<file path="config.mk">
export PLATFORM = sky130hd
export DESIGN_NAME = tipi_xfer_ctrl
export DESIGN_NICKNAME = d
export VERILOG_FILES = /design/src/rtl/tipi_xfer_ctrl.sv
export SDC_FILE = /design/constraint.sdc
export NUM_CORES = 1
export LEC_CHECK = 0
export ABC_CLOCK_PERIOD_IN_PS = 2600
export CAP_MARGIN = 20
export CORE_UTILIZATION = 54
export CTS_BUF_LIST = sky130_fd_sc_hd__clkbuf_8 sky130_fd_sc_hd__clkbuf_16
export CTS_CLUSTER_DIAMETER = 30
export CTS_CLUSTER_SIZE = 28
export DETAILED_ROUTE_END_ITERATION = 12
export PLACE_DENSITY = 0.79
export SLEW_MARGIN = 20
export SYNTH_ARGS = -nofsm -noshare
export SYNTH_HDL_FRONTEND = slang
export SYNTH_SLANG_ARGS = --single-unit
</file>
<file path="constraint.sdc">
create_clock -name clk -period 2.6 [get_ports clk]
set_clock_uncertainty 0.1 [all_clocks]
set_input_delay 0.26 -clock clk [delete_from_list [all_inputs] [get_ports clk]]
set_output_delay 0.26 -clock clk [all_outputs]
set_load 0.03 [all_outputs]
</file>
<file path="src/rtl/tipi_xfer_ctrl.sv">
// TIPI serial register master: turns one-byte commands into r_clk/r_le/r_dout pulse trains.
// Optional repeat-until-change read polling is enabled with `define TIPI_XFER_POLL_EN.
module tipi_xfer_ctrl #(
  parameter int CLK_DIV  = 4,
  parameter int POLL_GAP = 16
) (
  input  logic       clk,
  input  logic       rst_n,
  input  logic       cmd_valid,
  output logic       cmd_ready,
  input  logic       cmd_rt,
  input  logic       cmd_cd,
  input  logic [0:7] cmd_wdata,
  output logic       rsp_valid,
  output logic [0:7] rsp_rdata,
  output logic       busy,
  output logic       r_clk,
  output logic       r_le,
  output logic       r_rt,
  output logic       r_cd,
  output logic       r_dout,
  input  logic       r_din
`ifdef TIPI_XFER_POLL_EN
  ,
  input  logic       poll_mode,
  input  logic [0:7] poll_ref
`endif
);

  localparam logic [7:0] DIV_LAST   = 8'(CLK_DIV - 1);
  localparam logic [7:0] GAP_LAST   = 8'(POLL_GAP - 1);
  localparam logic [3:0] LAST_PULSE = 4'd8;

  typedef enum logic [2:0] {
    S_IDLE,
    S_PULSE_LO,
    S_PULSE_HI,
    S_DONE,
    S_GAP
  } state_t;

  state_t     state_q, state_d;
  logic [7:0] div_q, div_d;
  logic [3:0] pulse_q, pulse_d, pulse_nxt;
  logic       rt_q, rt_d, cd_q, cd_d;
  logic [0:7] wdata_q, wdata_d, shift_q, shift_d, rdata_q, rdata_d;
  logic       r_clk_q, r_clk_d, r_le_q, r_le_d, r_dout_q, r_dout_d;
  logic       rsp_valid_q, rsp_valid_d;
  logic       poll_hit;
`ifdef TIPI_XFER_POLL_EN
  logic       poll_q, poll_d;
  logic [0:7] ref_q, ref_d;
`endif

  always_comb begin
    state_d     = state_q;
    div_d       = div_q;
    pulse_d     = pulse_q;
    rt_d        = rt_q;
    cd_d        = cd_q;
    wdata_d     = wdata_q;
    shift_d     = shift_q;
    rdata_d     = rdata_q;
    r_le_d      = r_le_q;
    r_dout_d    = r_dout_q;
    rsp_valid_d = 1'b0;
    pulse_nxt   = pulse_q + 4'd1;
    poll_hit    = 1'b0;
`ifdef TIPI_XFER_POLL_EN
    poll_d      = poll_q;
    ref_d       = ref_q;
`endif
    case (state_q)
      S_IDLE: begin
        if (cmd_valid) begin
          state_d  = S_PULSE_LO;
          div_d    = '0;
          pulse_d  = '0;
          rt_d     = cmd_rt;
          cd_d     = cmd_cd;
          wdata_d  = cmd_wdata;
          shift_d  = '0;
          r_le_d   = cmd_rt;
          r_dout_d = ~cmd_rt & cmd_wdata[0];
`ifdef TIPI_XFER_POLL_EN
          poll_d   = cmd_rt & poll_mode;
          ref_d    = poll_ref;
`endif
        end
      end
      S_PULSE_LO: begin
        if (div_q == DIV_LAST) begin
          div_d   = '0;
          state_d = S_PULSE_HI;
        end else begin
          div_d = div_q + 8'd1;
        end
      end
      S_PULSE_HI: begin
        if (div_q == DIV_LAST) begin
          div_d = '0;
          // CPLD registers r_din on the rising edge, so pulse n carries bit n-1.
          if (rt_q && (pulse_q != 4'd0)) shift_d = {shift_q[1:7], r_din};
          if (pulse_q == LAST_PULSE) begin
`ifdef TIPI_XFER_POLL_EN
            poll_hit = poll_q && (shift_d == ref_q);
`endif
            r_le_d   = 1'b0;
            r_dout_d = 1'b0;
            if (poll_hit) begin
              state_d = S_GAP;
            end else begin
              state_d     = S_DONE;
              rsp_valid_d = 1'b1;
              if (rt_q) rdata_d = shift_d;
            end
          end else begin
            pulse_d  = pulse_nxt;
            state_d  = S_PULSE_LO;
            r_le_d   = ~rt_q & (pulse_nxt == LAST_PULSE);
            r_dout_d = ~rt_q & (pulse_nxt != LAST_PULSE) & wdata_q[pulse_nxt[2:0]];
          end
        end else begin
          div_d = div_q + 8'd1;
        end
      end
      S_DONE: state_d = S_IDLE;
      S_GAP: begin
        if (div_q == GAP_LAST) begin
          div_d    = '0;
          pulse_d  = '0;
          state_d  = S_PULSE_LO;
          shift_d  = '0;
          r_le_d   = 1'b1;
          r_dout_d = 1'b0;
        end else begin
          div_d = div_q + 8'd1;
        end
      end
      default: state_d = S_IDLE;
    endcase
    // r_clk comes straight from a flop so the CPLD never sees a decode glitch.
    r_clk_d = (state_d == S_PULSE_HI);
  end

  always_ff @(posedge clk or negedge rst_n) begin
    if (!rst_n) begin
      state_q     <= S_IDLE;
      div_q       <= '0;
      pulse_q     <= '0;
      rt_q        <= 1'b0;
      cd_q        <= 1'b0;
      wdata_q     <= '0;
      shift_q     <= '0;
      rdata_q     <= '0;
      r_clk_q     <= 1'b0;
      r_le_q      <= 1'b0;
      r_dout_q    <= 1'b0;
      rsp_valid_q <= 1'b0;
`ifdef TIPI_XFER_POLL_EN
      poll_q      <= 1'b0;
      ref_q       <= '0;
`endif
    end else begin
      state_q     <= state_d;
      div_q       <= div_d;
      pulse_q     <= pulse_d;
      rt_q        <= rt_d;
      cd_q        <= cd_d;
      wdata_q     <= wdata_d;
      shift_q     <= shift_d;
      rdata_q     <= rdata_d;
      r_clk_q     <= r_clk_d;
      r_le_q      <= r_le_d;
      r_dout_q    <= r_dout_d;
      rsp_valid_q <= rsp_valid_d;
`ifdef TIPI_XFER_POLL_EN
      poll_q      <= poll_d;
      ref_q       <= ref_d;
`endif
    end
  end

  assign cmd_ready = (state_q == S_IDLE);
  assign busy      = ~cmd_ready;
  assign rsp_valid = rsp_valid_q;
  assign rsp_rdata = rdata_q;
  assign r_clk     = r_clk_q;
  assign r_le      = r_le_q;
  assign r_rt      = rt_q;
  assign r_cd      = cd_q;
  assign r_dout    = r_dout_q;

endmodule
</file>
==> results_dict.tcl <==
set metrics [dict create \
    fin_crit_sh 0.900 \
    synth_edf_count 0 \
    die_area_um2 4410 \
    stdcell_area_um2 2670 \
    path_clk_slew_ns 0.07 \
    grt_first_pass_wirelength_um 6810 \
    cts_setup_buffers 0 \
    clock_latency_ns 0.29 \
    clockBufferDepth 2 \
    fp.dieW_um 66.4 \
    port_buffers 29 \
    antenna_found_initial 0 \
    cts.sinks 45 \
    slowest_delay_ns 0.54 \
    swShare 0.210 \
    finalSetupViolations 0 \
    crit_family "simple AND/OR/NAND/NOR gates" \
    wirelength_um 3950 \
    place_area_um2 2570 \
    coreArea_um2 4000 \
    hp-class "reg2reg" \
    regArea_um2 1130 \
    syn_area_per_cell_um2 10.6 \
    cp.required_ns 2.68 \
    syn_inst 211 \
    ys_seq_area_frac 0.503 \
    multiInputGateArea_um2 1040 \
    io_pins 30 \
    grt_overflow 0 \
    diodes 0 \
    vias_per_cell 5.54 \
    clkPwrFrac 0.349 \
    synth.cell_area_um2 2240 \
    p_sw_uw 241 \
    slew_viol_final 0 \
    rsz0062_at_grt "false" \
    numCtsBuffers 5 \
    cpMaxStageDelayCell "or4_4" \
    hold_viol 0 \
    area_delta_synth_final_pct 19.3 \
    comb_power_share 0.039 \
    grt_max_degree 46 \
    worstSetupStartpointType "register" \
    crit_chain "or4_4 > or3_1 > a21oi_4 > nor4_1 > a211o_1" \
    powerDensity_nw_per_um2 429 \
    cts_resized 0 \
    worstSetupPathType "reg2reg" \
    pwr-share-seq 0.612 \
    wire_per_inst_um 13.5 \
    dp_hpwl_um 2800 \
    ys.flop_type "dfrtp_1" \
    ys_ff_latch 45 \
    initialDrtViolationCount 89 \
    internal_power_uw 906 \
    die_h_um 66.4 \
    timing.fmax_ghz 0.427 \
    synth.distinct_cells 43 \
    cts_tree "yes" \
    cts_root_buf "clkbuf_8" \
    drc 0 \
    crit_path_end_kind "register" \
    crit_arrival_ns 2.42 \
    drv_cap 0 \
    path_max_fanout 10 \
    yosysWarnings 0 \
    fin_setup_tns_ns 0 \
    worst_hold_slack_ns 0.379 \
    relSlewSlack 0.634 \
    grt_pass1_vias 1487 \
    ant_nets 0 \
    nets 259 \
    fillers 323 \
    worst_pin_slew_ns 0.549 \
    critPathBufInv 0 \
    outcome "complete, no violations" \
    p_leak_uw 0.00119 \
    synthesis.nets 228 \
    p_total_uw 1150 \
    grt_use_total 0.209 \
    firstDrtPassIters 4 \
    drive_gt1_frac 0.136 \
    htree_levels 2 \
    start_util 0.560 \
    peakVddDrop_v 0.000422 \
    num_vias 1622 \
    routabilityCongestion 0.787 \
    rows 23 \
    post-route-min-period_ns 2.34 \
    async_reset_ff_frac 1.00 \
]
==> flip-flops by register name, indices dropped and copies added, names as in the netlist <==
signal,flops
r_clk,1
wdata_q,8
r_dout,1
r_rt,1
r_le,1
pulse_q,4
rsp_rdata,8
state_q,3
shift_q,8
div_q,8
rsp_valid,1
r_cd,1
==> cells in the mapped netlist (2+ instances only) <==
cell type / n / area (um2)
a22o_1: 9 / 78.8
a211o_1: 2 / 17.5
nand3_1: 4 / 20.0
and3_1: 3 / 18.8
inv_1: 5 / 18.8
nand4_1: 2 / 12.5
nor2_1: 7 / 26.3
or3b_2: 2 / 17.5
clkbuf_1: 4 / 15.0
o21ai_0: 18 / 90.1
mux2_2: 12 / 135
a21o_1: 2 / 15.0
dfrtp_1: 45 / 1130
nor3_1: 5 / 25.0
xnor2_1: 2 / 17.5
nand2b_1: 4 / 25.0
o2bb2ai_1: 2 / 17.5
nor4_1: 2 / 12.5
o21ai_1: 3 / 15.0
a21oi_1: 6 / 30.0
xor2_1: 2 / 17.5
o41ai_1: 2 / 17.5
or3_1: 2 / 12.5
o31ai_1: 2 / 15.0
ha_1: 3 / 37.5
nand3b_1: 2 / 15.0
mux2i_1: 12 / 120
nand2_1: 24 / 90.1
nor2b_1: 4 / 25.0
buf_2: 6 / 30.0
==> power by group through the flow <==
stage / registers [uW] / clock network [uW] / logic (uW)
4_1_cts: 702 / 416 / 44.5
3_3_place_gp: 716 / 0 / 43.5
3_5_place_dp: 716 / 0 / 44.3
6_report: 702 / 400 / 44.7
5_1_grt: 702 / 449 / 50.4
2_1_floorplan: 719 / 0 / 3.62
==> metal layers <==
layer	up-vias	track usage	wire, um
met2	31	0.324	1940
met3	2	0.0552	141
li1	821	-	-
met1	768	0.276	1830
met5	-	0	0
met4	0	0.0851	36
==> layout by cell type, fill, tap and decap left out, types with 6 or more instances in the layout <==
cell             Yosys  final
o21ai_0             18     17
a22o_1               9      9
buf_4                0      6
clkdlybuf4s50_1      0     28
nor2_1               7      7
inv_1                5      6
nand2_1             24     24
mux2i_1             12     12
a21oi_1              6      6
dfrtp_1             45     45
mux2_2              12     12
==> worst paths after layout <==
path / start / end / slack, ns / cells past startpoint
worst max-delay path: div_q[5] / div_q[7] / 0.26 / 5
worst min-delay path: rsp_rdata[5] / rsp_rdata[5] / 0.38 / 2
worst max register to register: div_q[5] / div_q[7] / 0.26 / 5
worst min register to register: rsp_rdata[5] / rsp_rdata[5] / 0.38 / 2
max in group asynchronous: rst_n / rsp_rdata[1] / 1.62 / 2
min in group asynchronous: rst_n / pulse_q[1] / 0.40 / 2
==> cell type report <==
class	count	share of cell area
Clock buffer	5	0.0258
Multi-Input combinational cell	150	0.391
Inverter	5	0.00703
Sequential cell	45	0.422
Clock inverter	3	0.00515
Tap cell	50	0.0234
Timing Repair Buffer	35	0.126
==> what timing repair did <==
action,CTS,global route
endpoints found under the hold margin,0,45
hold buffers,0,1
setup endpoints to repair,0,0
==> stage by stage <==
step / setup WS [ns] / std cells / utilization
after detailed placement: 0.268 / 284 / 0.644
after floorplan: 0.314 / 211 / -
after CTS: 0.253 / 292 / 0.664
final: 0.260 / 293 / 0.668
after global routing: 0.162 / 293 / 0.668
after global placement: 0.322 / 284 / 0.644
==> worst register-to-register path: cells and delay by family, from the launching register on <==
family          cells  cell delay, ns
compound gates      2            0.55
flops               1            0.44
simple gates        3            1.13
==> cells by family after synthesis <==
group / synth area share
flops: 0.503
compound gates: 0.154
fa+ha+maj: 0.0168
buf+inv: 0.0302
mux: 0.124
simple gates: 0.156
xor+xnor: 0.0157
No activity file was read; power rests on OpenSTA's default activity.
